==> config.mk <==
export PLATFORM = sky130hd
export DESIGN_NAME = hdmi_period_scheduler
export DESIGN_NICKNAME = d
export VERILOG_FILES = /design/src/rtl/hdmi_period_scheduler.sv
export SDC_FILE = /design/constraint.sdc
export NUM_CORES = 1
export LEC_CHECK = 0
export ABC_AREA = 1
export BUFFER_PORTS_ARGS = -buffer_cell sky130_fd_sc_hd__buf_2
export CELL_PAD_IN_SITES_DETAIL_PLACEMENT = 1
export CELL_PAD_IN_SITES_GLOBAL_PLACEMENT = 2
export CORE_MARGIN = 1
export CORE_UTILIZATION = 34
export CTS_CLUSTER_DIAMETER = 120
export DETAILED_ROUTE_END_ITERATION = 12
export MAX_ROUTING_LAYER = met4
export PLACE_DENSITY_LB_ADDON = 0.1
export SKIP_CTS_REPAIR_TIMING = 1
export SLEW_MARGIN = 20
export SYNTH_ARGS = -nofsm -noshare
export SYNTH_HDL_FRONTEND = slang
export SYNTH_SLANG_ARGS = --single-unit
==> constraint.sdc <==
create_clock -name pixelClock -period 2.72 [get_ports pixelClock]
set_clock_uncertainty 0.15 [all_clocks]
set_input_delay 0.408 -clock pixelClock [delete_from_list [all_inputs] [get_ports pixelClock]]
set_output_delay 0.408 -clock pixelClock [all_outputs]
set_load 0.05 [all_outputs]
==> src/rtl/hdmi_period_scheduler.sv <==
// Video timing generator and TMDS period sequencer: free-running raster counters drive
// sync, preamble, guard band, DE and a one-cycle-ahead pixel fetch request.
module hdmi_period_scheduler #(
    parameter int H_ACTIVE  = 640,
    parameter int H_FP      = 16,
    parameter int H_SYNC    = 96,
    parameter int H_BP      = 48,
    parameter int V_ACTIVE  = 480,
    parameter int V_FP      = 10,
    parameter int V_SYNC    = 2,
    parameter int V_BP      = 33,
    parameter int HSYNC_POL = 0,
    parameter int VSYNC_POL = 0
) (
    input  logic        pixelClock,
    input  logic        resetN,
    input  logic        enable,
    input  logic        hdmiMode,
    output logic        DE,
    output logic [1:0]  controlBus0,
    output logic [1:0]  controlBus1,
    output logic [1:0]  controlBus2,
    output logic        guardBand,
    output logic        pixelRequest,
    output logic [10:0] pixelX,
    output logic [9:0]  pixelY,
    output logic        frameStart
);

    localparam int H_TOTAL = H_ACTIVE + H_FP + H_SYNC + H_BP;
    localparam int V_TOTAL = V_ACTIVE + V_FP + V_SYNC + V_BP;

    localparam logic [10:0] H_LAST        = 11'(H_TOTAL - 1);
    localparam logic [10:0] H_ACT_END     = 11'(H_ACTIVE);
    localparam logic [10:0] H_SYNC_BEGIN  = 11'(H_ACTIVE + H_FP);
    localparam logic [10:0] H_SYNC_END    = 11'(H_ACTIVE + H_FP + H_SYNC);
    localparam logic [10:0] H_PRE_BEGIN   = 11'(H_TOTAL - 10);
    localparam logic [10:0] H_GUARD_BEGIN = 11'(H_TOTAL - 2);

    localparam logic [9:0] V_LAST       = 10'(V_TOTAL - 1);
    localparam logic [9:0] V_ACT_END    = 10'(V_ACTIVE);
    localparam logic [9:0] V_ACT_LAST   = 10'(V_ACTIVE - 1);
    localparam logic [9:0] V_SYNC_BEGIN = 10'(V_ACTIVE + V_FP);
    localparam logic [9:0] V_SYNC_END   = 10'(V_ACTIVE + V_FP + V_SYNC);

    localparam logic HS_ON = (HSYNC_POL != 0);
    localparam logic VS_ON = (VSYNC_POL != 0);

    typedef enum logic [1:0] {
        CONTROL,
        PREAMBLE,
        GUARD,
        ACTIVE
    } periodType;

    logic [10:0] hCount, hNext;
    logic [9:0]  vCount, vNext;
    logic        frameEn, frameEnNext;
    logic        hdmiEn, hdmiEnNext;
    logic        latchPoint;
    logic        nextLineActive;
    logic        requestAhead;
    logic        hsyncNow, vsyncNow;
    periodType   period;

    // NOTE: every variable gets a default at the top of the block so no path can
    // leave one unassigned, which would otherwise infer a latch.
    always_comb begin
        hNext          = hCount + 11'd1;
        vNext          = vCount;
        latchPoint     = (hCount == 11'd0) && (vCount == V_LAST);
        frameEnNext    = latchPoint ? enable : frameEn;
        hdmiEnNext     = latchPoint ? hdmiMode : hdmiEn;
        nextLineActive = (vCount == V_LAST) || (vCount < V_ACT_LAST);
        hsyncNow       = (hCount >= H_SYNC_BEGIN) && (hCount < H_SYNC_END);
        vsyncNow       = (vCount >= V_SYNC_BEGIN) && (vCount < V_SYNC_END);
        period         = CONTROL;

        if (hCount == H_LAST) begin
            hNext = 11'd0;
            vNext = (vCount == V_LAST) ? 10'd0 : vCount + 10'd1;
        end

        // Preamble/guard sit in the back porch, so they can never overlap ACTIVE.
        if (frameEn && (vCount < V_ACT_END) && (hCount < H_ACT_END)) begin
            period = ACTIVE;
        end else if (hdmiEn && frameEn && nextLineActive && (hCount >= H_PRE_BEGIN)) begin
            period = (hCount >= H_GUARD_BEGIN) ? GUARD : PREAMBLE;
        end

        // The request is registered from the next raster position, landing one cycle ahead of DE.
        requestAhead = frameEnNext && (vNext < V_ACT_END) && (hNext < H_ACT_END);
    end

    // NOTE: sequential state uses non-blocking assignments so every flop samples
    // the pre-edge values, independent of statement order.
    always_ff @(posedge pixelClock or negedge resetN) begin
        if (!resetN) begin
            hCount  <= 11'd0;
            vCount  <= V_ACT_END;
            frameEn <= 1'b0;
            hdmiEn  <= 1'b0;
        end else begin
            hCount  <= hNext;
            vCount  <= vNext;
            frameEn <= frameEnNext;
            hdmiEn  <= hdmiEnNext;
        end
    end

    always_ff @(posedge pixelClock or negedge resetN) begin
        if (!resetN) begin
            DE           <= 1'b0;
            guardBand    <= 1'b0;
            controlBus0  <= {~VS_ON, ~HS_ON};
            controlBus1  <= 2'b00;
            pixelRequest <= 1'b0;
            pixelX       <= 11'd0;
            pixelY       <= 10'd0;
            frameStart   <= 1'b0;
        end else begin
            DE           <= (period == ACTIVE);
            guardBand    <= (period == GUARD);
            controlBus0  <= {vsyncNow ? VS_ON : ~VS_ON, hsyncNow ? HS_ON : ~HS_ON};
            controlBus1  <= (period == PREAMBLE) ? 2'b01 : 2'b00;
            pixelRequest <= requestAhead;
            frameStart   <= (hCount == 11'd0) && (vCount == 10'd0);
            if (requestAhead) begin
                pixelX <= hNext;
                pixelY <= vNext;
            end
        end
    end

    // CTL3/CTL2 are zero in every period, including the video preamble.
    assign controlBus2 = 2'b00;

endmodule

After elaboration in Yosys (flattened, before gate mapping)
Cells that the tools add are included.
- register bits: 51
- bits of input ports: 4
- add/sub/neg operators: 2
- magnitude comparators: 11
- eq/ne operators: 5
- mux-type cells: 10
- reduce and logical (&&, ||, !) cells: 14
- operators by type and width (cell ; count):
    $lt 10x9->1 const B ; 4
    $ge 11x10->1 const B ; 3
    $lt 11x10->1 const B ; 3
    $mux 10 ; 2
    $add 11x1->11 const B ; 1
    $eq 11x10->1 const B ; 1
    $logic_and 1x1->1 ; 11
    $logic_not 11->1 ; 1
    $mux 11 ; 1
    $add 10x1->10 const B ; 1
    $eq 10x10->1 const B ; 1
    $ge 10x9->1 const B ; 1
    $logic_not 10->1 ; 1
    $mux 2 ; 3
    $eq 2x2->1 const B ; 2
    $mux 1 ; 4
    $eq 2x1->1 const B ; 1
    $logic_or 1x1->1 ; 1

Longest topological paths before layout
- word-level depth: 8
- gate-level depth with buffers: 14

Worst setup path before layout
Ideal clock, no wire load.
- kind: reg-to-reg
- start point: register hCount[1]
- end point: register pixelX[9]
- arrival: 1676 ps
- setup slack: 775 ps
- stages on the path, launching flop included: 14
- clock period less this slack: 1945 ps
- path through: dfrtp_1 ha_1 nand2_1 nor2_2 nand2_1 nor2_4 nand3_1 nand3_2 inv_1 nor2_1 nand3_1 buf_2 nand2_1 nand2_1
- word-level cells in the longest chain between the ends: 5
- elaborated cells between the ends (all ways): 11
- those cells by class: 1 x add/sub; 2 x order compare; 1 x eq/ne; 3 x mux; 4 x reduce/logical
- ends and longest elaborated chain (item ; RTL line ; text):
    start: declaration ; 56 ; logic [10:0] hCount, hNext;
    start signal: assignment ; 104 ; hCount <= hNext;
    $eq 11x10->1 ; 79 ; if (hCount == H_LAST) begin
    $mux 10 ; 79 ;
    via vNext[9] ; 57 ; logic [9:0] vCount, vNext;
    $lt 10x9->1 ; 92 ; requestAhead = frameEnNext && (vNext < V_ACT_END) && (hNext < H_ACT_END);
    $logic_and 1x1->1 (2 in a row) ; 92 ;
    end signal: assignment ; 129 ; pixelX <= hNext;
    end: declaration ; 25 ; output logic [10:0] pixelX,
The timed path passes the listed nets, and every way through them passes these cells.
A chain may end at the register's enable or synchronous reset.

Worst setup path in the final report
- start point: register hCount[1]
- end point: register pixelX[2]
Same word-level chain as after synthesis.

==> out/metrics.csv <==
stage,metric,value,unit
run_status,status,finished clean,
synthesis,yosys warns,0,
timing,Final period util,87.1,%
power_and_ir_drop,Int Pwr,0.952,mW
setup_path,arrival time worst endpoint,2.43,ns
route,wire length on met1,3.55,mm
floorplanning,die area,0.00798,mm²
placed_design,RePlAce Congestion,0.848,
setup_path,crit path max fanout,20,
timing,Max Clk Rate,422,MHz
final_layout,"Net count, final",365,
route,1st-iter DRT viols,114,
route,Routed met2 length,2.81,mm
grt,number of global-route vias before repair,2089,
timing,Slew @ Worst Pin,0.591,ns
synthesis,Mean Syn Cell Area,8.13,µm²
final_layout,multi-input logic area,0.00108,mm²
setup_path,critical path class,flip-flop to flip-flop,
setup_path,Critical Path RT,2.78,ns
clock_tree,clock-pin slew on the worst setup and hold paths,0.10,ns
power_and_ir_drop,Peak VDD IR,0.000193,V
route,Total Routed Length,6.62,mm
clock_tree,Bufs on Longest Clock Path,2,
synthesis,async set-reset flop share out of synthesis,100,%
timing,final setup fails,0,
final_layout,Post-Layout Cell Count,456,
route,max layer used,met4,
timing,Setup TNS,0,ns
power_and_ir_drop,Switch Pwr,0.307,mW
final_layout,Area Growth Syn to Fin,14.2,%
synthesis,synth top area cells,"dfrtp_1 43%, nand2_1 12%, nand3_1 7.5%",
route,Met3 Routed Length,183,µm
final_layout,Ant. Diodes,0,
clock_tree,H-tree levels,2,
flow_run,Max-cap violations,0,
synthesis,post-synth cell types,33,
synthesis,number of synthesized flops with an enable pin,0,
worst_hold_path,path type of the worst min-delay path,input port to flip-flop,
route,Avg WL per Cell,14.5,µm
route,vias,2122,
clock_tree,TritonCTS Buffers,5,
power_and_ir_drop,part of the power in registers,60.3,%
synthesis,post-synthesis sequential area ratio,49.5,%
clock_tree,clock root buffer,clkbuf_8,
worst_hold_path,worst hold path startpoint,hdmiMode,
final_layout,FF/Latch Area,0.00128,mm²
placed_design,IO Port Bufs,31,
synthesis,Commonest cells post-synth,"86 x nand2_1, 45 x dfrtp_1, 42 x inv_1, 39 x nand3_1, 35 x nor2_1",
synthesis,Mapped Cells,319,
setup_path,R2R depth,13,
synthesis,Synth Register Bits,51,
timing,min Tclk post-route,2.37,ns
setup_path,RR Endpoint,pixelX[2]$_DFFE_PN0P_,
setup_path,crit end category,flip-flop,
grt,total grt overflow,0,
grt,pin count of the biggest net entering global routing,31,
setup_path,worst reg2reg setup slack,0.35,ns
final_layout,# fillers,924,
synthesis,most common cell in the netlist,nand2_1,
power_and_ir_drop,pwr dens,425,mW/mm²
timing,Final Hold Vio Count,0,
floorplanning,Starting Density,35.4,%
synthesis,dominant synthesized flop cell,dfrtp_1,
worst_hold_path,Hold Path End,hdmiEn$_DFFE_PN0P_,
timing,Rel. slew slack,60.6,%
grt,global-route wire length before repair,11.1,mm
timing,Final Max Slew Viols,0,
route,Pre-antenna DRT Iters,4,
floorplanning,Std-Cell Rows,31,
timing,unrepaired setup endpoints after global routing,false,
floorplanning,die span in x,89.3,µm
route,# DRC,0,
power_and_ir_drop,final total power,1.26,mW
route,Detail Route Antenna Nets,0,
placed_design,DP HPWL,5.09,mm
synthesis,Yosys top cell by area,dfrtp_1,
setup_path,CP Launch Type,flip-flop,
power_and_ir_drop,Gate power share,2.5,%
floorplanning,# IOs,35,
grt,initial antenna violation count,0,
timing,WHS,0.180,ns
clock_tree,CTS tree,built,
clock_tree,clock latency on the worst-skew pair,0.31,ns
power_and_ir_drop,leakage power,1.58,nW
floorplanning,Die Y,89.3,µm
final_layout,layout cell share with drive strength beyond 1,18.5,%
placed_design,Placed Cells,447,
floorplanning,Core Box Area,0.00733,mm²
worst_hold_path,hold path cells,2,
clock_tree,TritonCTS Sinks,51,
setup_path,worst r2r src,hCount[1]$_DFF_PN0_,
grt,GRT Util Overall,19.4,%
synthesis,mapped cell area,0.00259,mm²
route,vias per cell,4.65,
synthesis,Yosys top cell area share,43.4,%
power_and_ir_drop,Clk pwr share,37.2,%
power_and_ir_drop,switching portion of total power,24.4,%
## per-stage QoR
step | setup slack [ns] | instance area (µm²) | util [%]
floorplan | 0.775 | 2600 | -
global placement | 0.370 | 2860 | 39.0
detailed placement | 0.349 | 2860 | 39.0
CTS | 0.319 | 2950 | 40.2
global route | 0.128 | 2960 | 40.4
finish | 0.351 | 2960 | 40.4
## worst max path at each step
stage	cells after the start	startpoint	to
global route	14	hCount[1]$_DFF_PN0_	pixelY[6]$_DFFE_PN0P_
finish	13	hCount[1]$_DFF_PN0_	pixelX[2]$_DFFE_PN0P_
floorplan	13	hCount[1]$_DFF_PN0_	pixelX[9]$_DFFE_PN0P_
detailed placement	13	hCount[1]$_DFF_PN0_	pixelY[4]$_DFFE_PN0P_
CTS	13	hCount[1]$_DFF_PN0_	pixelX[2]$_DFFE_PN0P_
global placement	12	vCount[0]$_DFF_PN0_	pixelY[4]$_DFFE_PN0P_
## layout make-up
cell class                 instances  area share (%)
tap                               99            4.18
timing repair buffer              37            7.27
sequential                        51            43.4
inverter                          44            5.58
clock inverter                     3           0.761
multi-input combinational        217            36.5
clock buffer                       5            2.32
## cells in the final DEF (no fill, tap or decap), types with 6 or more instances in the layout
master,synthesis,layout
dfrtp_1,45,45
o21ai_0,6,6
buf_2,2,31
dfstp_2,6,6
inv_1,42,42
nand3_1,39,39
nand2_1,86,86
nor2_1,35,35
nand4_1,6,6
## power groups by stage
| stage | Sequential, mW | Combinational, mW | Clock, mW |
|---|---|---|---|
| CTS | 0.759 | 0.0324 | 0.488 |
| floorplan | 0.774 | 0.0130 | 0 |
| global placement | 0.774 | 0.0320 | 0 |
| detailed placement | 0.774 | 0.0324 | 0 |
| global route | 0.760 | 0.0361 | 0.512 |
| finish | 0.759 | 0.0314 | 0.468 |
## logic make-up (layout without fill, tap and decap cells)
family	count (synthesis)	after routing	synth area share, %
xor gates and xnor gates	4	4	1.64
and+or+nand+nor	186	186	32.4
other	1	3	0.145
adders and majority gates	5	5	2.41
AOI/OAI and AO/OA	18	18	4.34
DFF	51	51	49.5
muxes	1	1	0.434
buffers and inverters	53	89	9.07
## state kept, by name, summed over array words and instances, names as in the netlist
signal and count:
pixelY 10, DE 1, pixelRequest 1, guardBand 1
hdmiEn 1, vCount 10, controlBus1 1, frameStart 1
frameEn 1, pixelX 11, controlBus0 2, hCount 11
## worst max-delay path, cell delays in order, from the launching register on
cell     delay (ns)
dfrtp_1        0.42
ha_1           0.24
nand2_1        0.11
nor2_2         0.14
nand2_1        0.10
nor2_4         0.27
nand2_2        0.15
nand3_2        0.13
inv_1          0.07
nor2_1         0.09
nand3_1        0.07
buf_4          0.21
nand2_1        0.08
nand2_1        0.05
## metal layers
| metal | vias up | GRT usage (%) |
|---|---|---|
| li1 | 1075 | - |
| met1 | 1001 | 28.5 |
| met2 | 39 | 27.8 |
| met3 | 7 | 2.77 |
| met4 | 0 | 5.19 |
| met5 | - | - |
No activity file was read; power rests on OpenSTA's default activity.
